<file path="config.mk">
export PLATFORM = sky130hd
export DESIGN_NAME = bn_engine_arbiter
export DESIGN_NICKNAME = d
export VERILOG_FILES = /design/src/rtl/bn_engine_arbiter.sv
export SDC_FILE = /design/constraint.sdc
export NUM_CORES = 1
export LEC_CHECK = 0
export ABC_AREA = 0
export BUFFER_PORTS_ARGS = -buffer_cell sky130_fd_sc_hd__buf_2
export CAP_MARGIN = 15
export CORE_AREA = 2 2 54 56
export DETAILED_ROUTE_END_ITERATION = 10
export DIE_AREA = 0 0 56 58
export HOLD_SLACK_MARGIN = 0.15
export PLACE_DENSITY = 0.77
export SLEW_MARGIN = 20
export SYNTH_ARGS = -nofsm -noshare
export SYNTH_HDL_FRONTEND = slang
export SYNTH_SLANG_ARGS = --single-unit
</file>
<file path="constraint.sdc">
create_clock -name clk -period 2.31 [get_ports clk]
set_input_delay 0.1155 -clock clk [delete_from_list [all_inputs] [get_ports clk]]
set_output_delay 0.1155 -clock clk [all_outputs]
set_load 0.05 [all_outputs]
</file>
<file path="src/rtl/bn_engine_arbiter.sv">
// ---------------------------------------------------------------------------
// bn_engine_arbiter
//
// Purpose:
//   Round-robin scheduler that shares a single batch-normalisation engine
//   between N_REQ upstream requesters. It arbitrates, drives the engine input
//   handshake and the external data-mux select (bn_sel), waits for the engine
//   result and hands the response back to the requester that was granted.
//   The block is control-only; the 64 x 16-bit datapath mux lives outside.
//
// Ports:
//   clk           rising-edge clock
//   reset         asynchronous active-low reset (0 = in reset)
//   req_valid     per-requester job request, held until req_ack
//   req_ack       one-cycle pulse: job accepted by the engine
//   resp_valid    result available, held until resp_ready of that requester
//   resp_ready    requester consumes the result
//   resp_err      qualifies resp_valid: 1 = job aborted by watchdog
//   bn_valid_in   engine input valid
//   bn_ready_out  engine ready
//   bn_valid_out  engine result pulse
//   bn_sel        mux select, equals the granted requester
//   busy          high whenever the FSM is not idle
//   jobs_done     saturating count of completed non-error jobs
//   err_spurious  sticky: engine result pulse seen outside WAIT
//   timeout_err   sticky: completion watchdog fired
//
// Configuration:
//   BN_TIMEOUT_EN  when defined, a watchdog aborts a job that has not
//                  completed within TIMEOUT_CYC cycles of WAIT. When not
//                  defined, WAIT lasts until bn_valid_out and resp_err /
//                  timeout_err stay 0.
// ---------------------------------------------------------------------------
module bn_engine_arbiter #(
    parameter int N_REQ       = 2,
    parameter int SEL_W       = 1,
    parameter int TIMEOUT_CYC = 4096,
    parameter int CNT_W       = 16
) (
    input  logic              clk,
    input  logic              reset,
    input  logic [N_REQ-1:0]  req_valid,
    output logic [N_REQ-1:0]  req_ack,
    output logic [N_REQ-1:0]  resp_valid,
    input  logic [N_REQ-1:0]  resp_ready,
    output logic              resp_err,
    output logic              bn_valid_in,
    input  logic              bn_ready_out,
    input  logic              bn_valid_out,
    output logic [SEL_W-1:0]  bn_sel,
    output logic              busy,
    output logic [CNT_W-1:0]  jobs_done,
    output logic              err_spurious,
    output logic              timeout_err
);

    localparam logic [1:0] ST_IDLE  = 2'd0;
    localparam logic [1:0] ST_ISSUE = 2'd1;
    localparam logic [1:0] ST_WAIT  = 2'd2;
    localparam logic [1:0] ST_RESP  = 2'd3;

    // One extra bit so that (index + step) cannot overflow before the wrap.
    localparam logic [SEL_W:0] N_REQ_W = (SEL_W + 1)'(N_REQ);

    // Modulo-N_REQ add of a requester index and a small step.
    function automatic logic [SEL_W-1:0] wrap_add(input logic [SEL_W-1:0] idx,
                                                   input logic [SEL_W:0]   step);
        logic [SEL_W:0] sum;
        sum = {1'b0, idx} + step;
        if (sum >= N_REQ_W) begin
            sum = sum - N_REQ_W;
        end else begin
            sum = sum;
        end
        return sum[SEL_W-1:0];
    endfunction

    // One-hot vector with only the bit of requester idx set.
    function automatic logic [N_REQ-1:0] id_onehot(input logic [SEL_W-1:0] idx);
        logic [N_REQ-1:0] oh;
        oh      = {N_REQ{1'b0}};
        oh[idx] = 1'b1;
        return oh;
    endfunction

    // Saturating increment of the job counter.
    function automatic logic [CNT_W-1:0] sat_inc(input logic [CNT_W-1:0] v);
        if (&v) begin
            return v;
        end else begin
            return v + CNT_W'(1);
        end
    endfunction

    logic [1:0]       state_r;
    logic [SEL_W-1:0] rr_ptr_r;
    logic [SEL_W-1:0] bn_sel_r;
    logic             bn_valid_in_r;
    logic [N_REQ-1:0] req_ack_r;
    logic [N_REQ-1:0] resp_valid_r;
    logic             resp_err_r;
    logic             busy_r;
    logic [CNT_W-1:0] jobs_done_r;
    logic             err_spurious_r;

    logic             pick_hit_s;
    logic [SEL_W-1:0] pick_id_s;
    logic [SEL_W-1:0] cand_s;
    logic             wd_fire_s;

    // Round-robin pick: first requester at or after rr_ptr_r, wrapping.
    always_comb begin
        pick_hit_s = 1'b0;
        pick_id_s  = {SEL_W{1'b0}};
        cand_s     = {SEL_W{1'b0}};
        for (int i = 0; i < N_REQ; i++) begin
            cand_s = wrap_add(rr_ptr_r, (SEL_W + 1)'(i));
            if (!pick_hit_s && req_valid[cand_s]) begin
                pick_hit_s = 1'b1;
                pick_id_s  = cand_s;
            end else begin
                pick_id_s  = pick_id_s;
            end
        end
    end

`ifdef BN_TIMEOUT_EN
    localparam int              WD_W    = $clog2(TIMEOUT_CYC + 1);
    localparam logic [WD_W-1:0] WD_LAST = WD_W'(TIMEOUT_CYC - 1);

    logic [WD_W-1:0] wd_cnt_r;
    logic            timeout_err_r;

    // Fires on the TIMEOUT_CYC-th WAIT cycle unless the engine answers in it.
    assign wd_fire_s = (state_r == ST_WAIT) && !bn_valid_out && (wd_cnt_r == WD_LAST);

    // Watchdog counter: cleared on the engine handshake, counts only in WAIT.
    always_ff @(posedge clk or negedge reset) begin
        if (!reset) begin
            wd_cnt_r <= {WD_W{1'b0}};
        end else if ((state_r == ST_ISSUE) && bn_ready_out) begin
            wd_cnt_r <= {WD_W{1'b0}};
        end else if (state_r == ST_WAIT) begin
            wd_cnt_r <= wd_cnt_r + WD_W'(1);
        end else begin
            wd_cnt_r <= wd_cnt_r;
        end
    end

    // Sticky watchdog flag.
    always_ff @(posedge clk or negedge reset) begin
        if (!reset) begin
            timeout_err_r <= 1'b0;
        end else if (wd_fire_s) begin
            timeout_err_r <= 1'b1;
        end else begin
            timeout_err_r <= timeout_err_r;
        end
    end

    assign timeout_err = timeout_err_r;
`else
    assign wd_fire_s   = 1'b0;
    assign timeout_err = 1'b0;
`endif

    // Main FSM: arbitration, engine handshake, response hold and job count.
    // bn_sel_r doubles as the latched grant and is only rewritten in IDLE,
    // so it stays stable from ISSUE entry until RESP exit.
    always_ff @(posedge clk or negedge reset) begin
        if (!reset) begin
            state_r       <= ST_IDLE;
            rr_ptr_r      <= {SEL_W{1'b0}};
            bn_sel_r      <= {SEL_W{1'b0}};
            bn_valid_in_r <= 1'b0;
            req_ack_r     <= {N_REQ{1'b0}};
            resp_valid_r  <= {N_REQ{1'b0}};
            resp_err_r    <= 1'b0;
            busy_r        <= 1'b0;
            jobs_done_r   <= {CNT_W{1'b0}};
        end else begin
            req_ack_r <= {N_REQ{1'b0}};
            case (state_r)
                ST_IDLE: begin
                    if (pick_hit_s) begin
                        bn_sel_r      <= pick_id_s;
                        bn_valid_in_r <= 1'b1;
                        busy_r        <= 1'b1;
                        state_r       <= ST_ISSUE;
                    end
                end
                ST_ISSUE: begin
                    if (bn_ready_out) begin
                        bn_valid_in_r <= 1'b0;
                        req_ack_r     <= id_onehot(bn_sel_r);
                        state_r       <= ST_WAIT;
                    end
                end
                ST_WAIT: begin
                    if (bn_valid_out) begin
                        resp_valid_r <= id_onehot(bn_sel_r);
                        resp_err_r   <= 1'b0;
                        state_r      <= ST_RESP;
                    end else if (wd_fire_s) begin
                        resp_valid_r <= id_onehot(bn_sel_r);
                        resp_err_r   <= 1'b1;
                        state_r      <= ST_RESP;
                    end
                end
                ST_RESP: begin
                    // Only the granted requester's ready bit releases the response.
                    if (resp_ready[bn_sel_r]) begin
                        resp_valid_r <= {N_REQ{1'b0}};
                        resp_err_r   <= 1'b0;
                        rr_ptr_r     <= wrap_add(bn_sel_r, (SEL_W + 1)'(1));
                        busy_r       <= 1'b0;
                        state_r      <= ST_IDLE;
                        if (!resp_err_r) begin
                            jobs_done_r <= sat_inc(jobs_done_r);
                        end
                    end
                end
                default: begin
                    state_r       <= ST_IDLE;
                    bn_valid_in_r <= 1'b0;
                    resp_valid_r  <= {N_REQ{1'b0}};
                    resp_err_r    <= 1'b0;
                    busy_r        <= 1'b0;
                end
            endcase
        end
    end

    // Sticky flag for an engine result pulse that no job is waiting for.
    always_ff @(posedge clk or negedge reset) begin
        if (!reset) begin
            err_spurious_r <= 1'b0;
        end else if (bn_valid_out && (state_r != ST_WAIT)) begin
            err_spurious_r <= 1'b1;
        end else begin
            err_spurious_r <= err_spurious_r;
        end
    end

    assign req_ack      = req_ack_r;
    assign resp_valid   = resp_valid_r;
    assign resp_err     = resp_err_r;
    assign bn_valid_in  = bn_valid_in_r;
    assign bn_sel       = bn_sel_r;
    assign busy         = busy_r;
    assign jobs_done    = jobs_done_r;
    assign err_spurious = err_spurious_r;

endmodule

</file>
==> results.json <==
{
  "status": "finished clean",
  "ys_seq_elements": 27,
  "yosysTopAreaCellShare_pct": 50.28,
  "dr.pass1.iters": 4,
  "fmax_mhz": 525.2,
  "setup_viol": 0,
  "pin_count": 34,
  "grt_pass1_wl_mm": 4.623,
  "post_cts_buffers": 0,
  "fin_ws_ps": 406.0,
  "root_buffer": "clkbuf_4",
  "insertion_delay_ps": 320,
  "path_clk_slew_ps": 140,
  "grt_max_degree": 28,
  "avgSynthCellArea_um2": 10.42,
  "via_count": 1100,
  "finalSetupTns_ps": 0,
  "antenna_found_initial": 0,
  "crit_type": "flop to flop",
  "critical_path.max_fanout": 4,
  "arrival_ps": 2120,
  "ir_worst_vdd_uv": 720.1,
  "via_per_inst": 5.528,
  "dpl_worst_slack_ps": 474.9,
  "dp_cells": 188,
  "min_period_over_period_pct": 82.43,
  "cp-start-kind": "flop",
  "grt.total_usage_pct": 17.89,
  "synth_enable_flop_cells": 0,
  "postSynthCellCount": 129,
  "drv_slew": 0,
  "rsz0062_at_grt": "false",
  "portBuffers": 31,
  "cts.sinks": 27,
  "yosys_warnings": 0,
  "instances_no_fill": 199,
  "leakage_nw": 0.8373,
  "rows": 19,
  "ys_types": 30,
  "numCtsBuffers": 3,
  "dieArea_um2": 3248,
  "yosysSeqAreaShare_pct": 50.28,
  "hold_viol": 0,
  "synthTopCellsByArea": "dfrtp_1, xor2_1, ha_1, nand2_1, nor3_1",
  "grt_pass1_vias": 1046,
  "netlist_area_um2": 1344,
  "min_period_ps": 1904,
  "drt_iter0_drc": 22,
  "clock_skew_ps": 4.633,
  "dp_hpwl_mm": 2.018,
  "wirelength_mm": 2.745,
  "drive_above_1_share_pct": 23.81,
  "reg2regPathDepth": 5,
  "clock_path_buffers": 2,
  "p_per_area_nw_per_um2": 1078,
  "ant_nets": 0,
  "die_w_um": 56,
  "fillers": 247,
  "initial_core_util_pct": 50.47,
  "endpoint_kind": "flop",
  "min_path_cells": 4,
  "grt.overflow.total": 0,
  "ctsResizeCount": 0,
  "gp_congestion": 0.7618,
  "yosysTopAreaCell": "dfrtp_1",
  "num_antenna_cells": 0,
  "synth_ff_type": "dfrtp_1",
  "drc": 0,
  "core_area_um2": 2663,
  "die_y_um": 58,
  "relSlewSlack_pct": 60.21,
  "ys_async_sr_fraction_pct": 100.0,
  "layout.nets": 183,
  "finalPower_mw": 1.740,
  "worst_slew_pin_slew_ps": 596.8,
  "cts_tree": "yes",
  "cp_data_required_time_ps": 2530,
  "drv_cap": 0,
  "htreeDepth": 1,
  "syn2layout_area_growth_pct": 20.11,
  "cts_hold_buf": 7,
  "hold_class": "input pin to flop",
  "wl_per_cell_um": 13.79,
  "fin_util_pct": 60.62
}
-- cell families (layout without fill, tap and decap cells) --
| family | after synthesis | after routing | share of synthesized area, % |
|---|---|---|---|
| and+or+nand+nor | 51 | 51 | 20.86 |
| muxes | 4 | 4 | 3.166 |
| xor gates and xnor gates | 15 | 15 | 9.777 |
| other | 1 | 2 | 0.2791 |
| buffers and inverters | 9 | 47 | 3.165 |
| AOI/OAI and AO/OA | 16 | 16 | 6.891 |
| DFF | 27 | 27 | 50.28 |
| adders and majority gates | 6 | 6 | 5.586 |
-- sequential cells by signal, indices dropped and copies added (netlist names) --
name and flops:
jobs_done 16, req_ack 2, resp_valid 2, state_r 2, bn_sel 1, bn_valid_in 1
busy 1, err_spurious 1, rr_ptr_r 1
-- routing by layer --
metal / up-vias / wire, um / GRT usage (%)
met3: 4 / 84 / 2.232
met5: - / 0 / 0
met1: 548 / 1229 / 22.72
met4: 0 / 31 / 6.803
li1: 527 / - / -
met2: 21 / 1398 / 31.43
-- where the power goes --
group	switching [mW]	internal (mW)	total, mW
clock network	0.133	0.0675	0.201
registers	0.119	0.583	0.702
logic	0.573	0.264	0.837
-- cells in the final DEF (no fill, tap or decap), types with 2 or more instances in the layout --
master / n
inv_1: 5
mux2_2: 2
dfrtp_1: 27
nor4_1: 4
mux2i_1: 2
nor3_1: 8
nor2_1: 7
xor2_1: 15
a21oi_1: 4
nor3b_1: 2
nand2_1: 12
clkbuf_4: 3
ha_1: 6
nand3_1: 3
o21ai_0: 7
nand4_1: 5
buf_2: 31
and4bb_2: 2
dlygate4sd3_1: 7
and3_1: 4
conb_1: 2
-- synthesized netlist by cell type, drive strengths merged, types with 2 or more instances --
master  instances
nand2          12
o21ai           7
nand4           5
nand3           3
dfrtp          27
nor3            8
ha              6
mux2i           2
and3            4
inv             5
mux2            2
buf             3
nor2            7
nor3b           2
nor4            4
and4bb          2
xor2           15
a21oi           4
-- through the flow --
step	hold slack (ps)	cell area, um^2
after CTS	200.1	1614
after global routing	238.7	1614
after floorplan	-180.1	1348
after global placement	148.4	1518
after detailed placement	160.8	1518
final	216.2	1614
-- path summary, 6_finish.rpt --
kind	slack, ps	endpoint	start
min in group asynchronous	320	jobs_done[14]	reset
worst min register to register	490	err_spurious	err_spurious
worst max-delay path	410	state_r[1]	state_r[0]
max in group asynchronous	1600	rr_ptr_r	reset
worst min-delay path	220	busy	req_valid[1]
worst max register to register	410	state_r[1]	state_r[0]
-- critical path, cell delays in order (launching register included) --
cell and delay (ps):
dfrtp_1 400, inv_1 100, ha_1 250, a22o_1 250, a211oi_1 420, mux2_2 390
-- area by class of cell --
cell class / instances / area, um^2 / area share (%)
Sequential cell: 27 / 675.6 / 41.86
Timing Repair Buffer: 38 / 225.2 / 13.95
Tap cell: 31 / 38.79 / 2.403
Clock buffer: 4 / 26.28 / 1.628
Multi-Input combinational cell: 94 / 629.4 / 38.99
Inverter: 5 / 18.77 / 1.163
No activity file was read; power rests on OpenSTA's default activity.
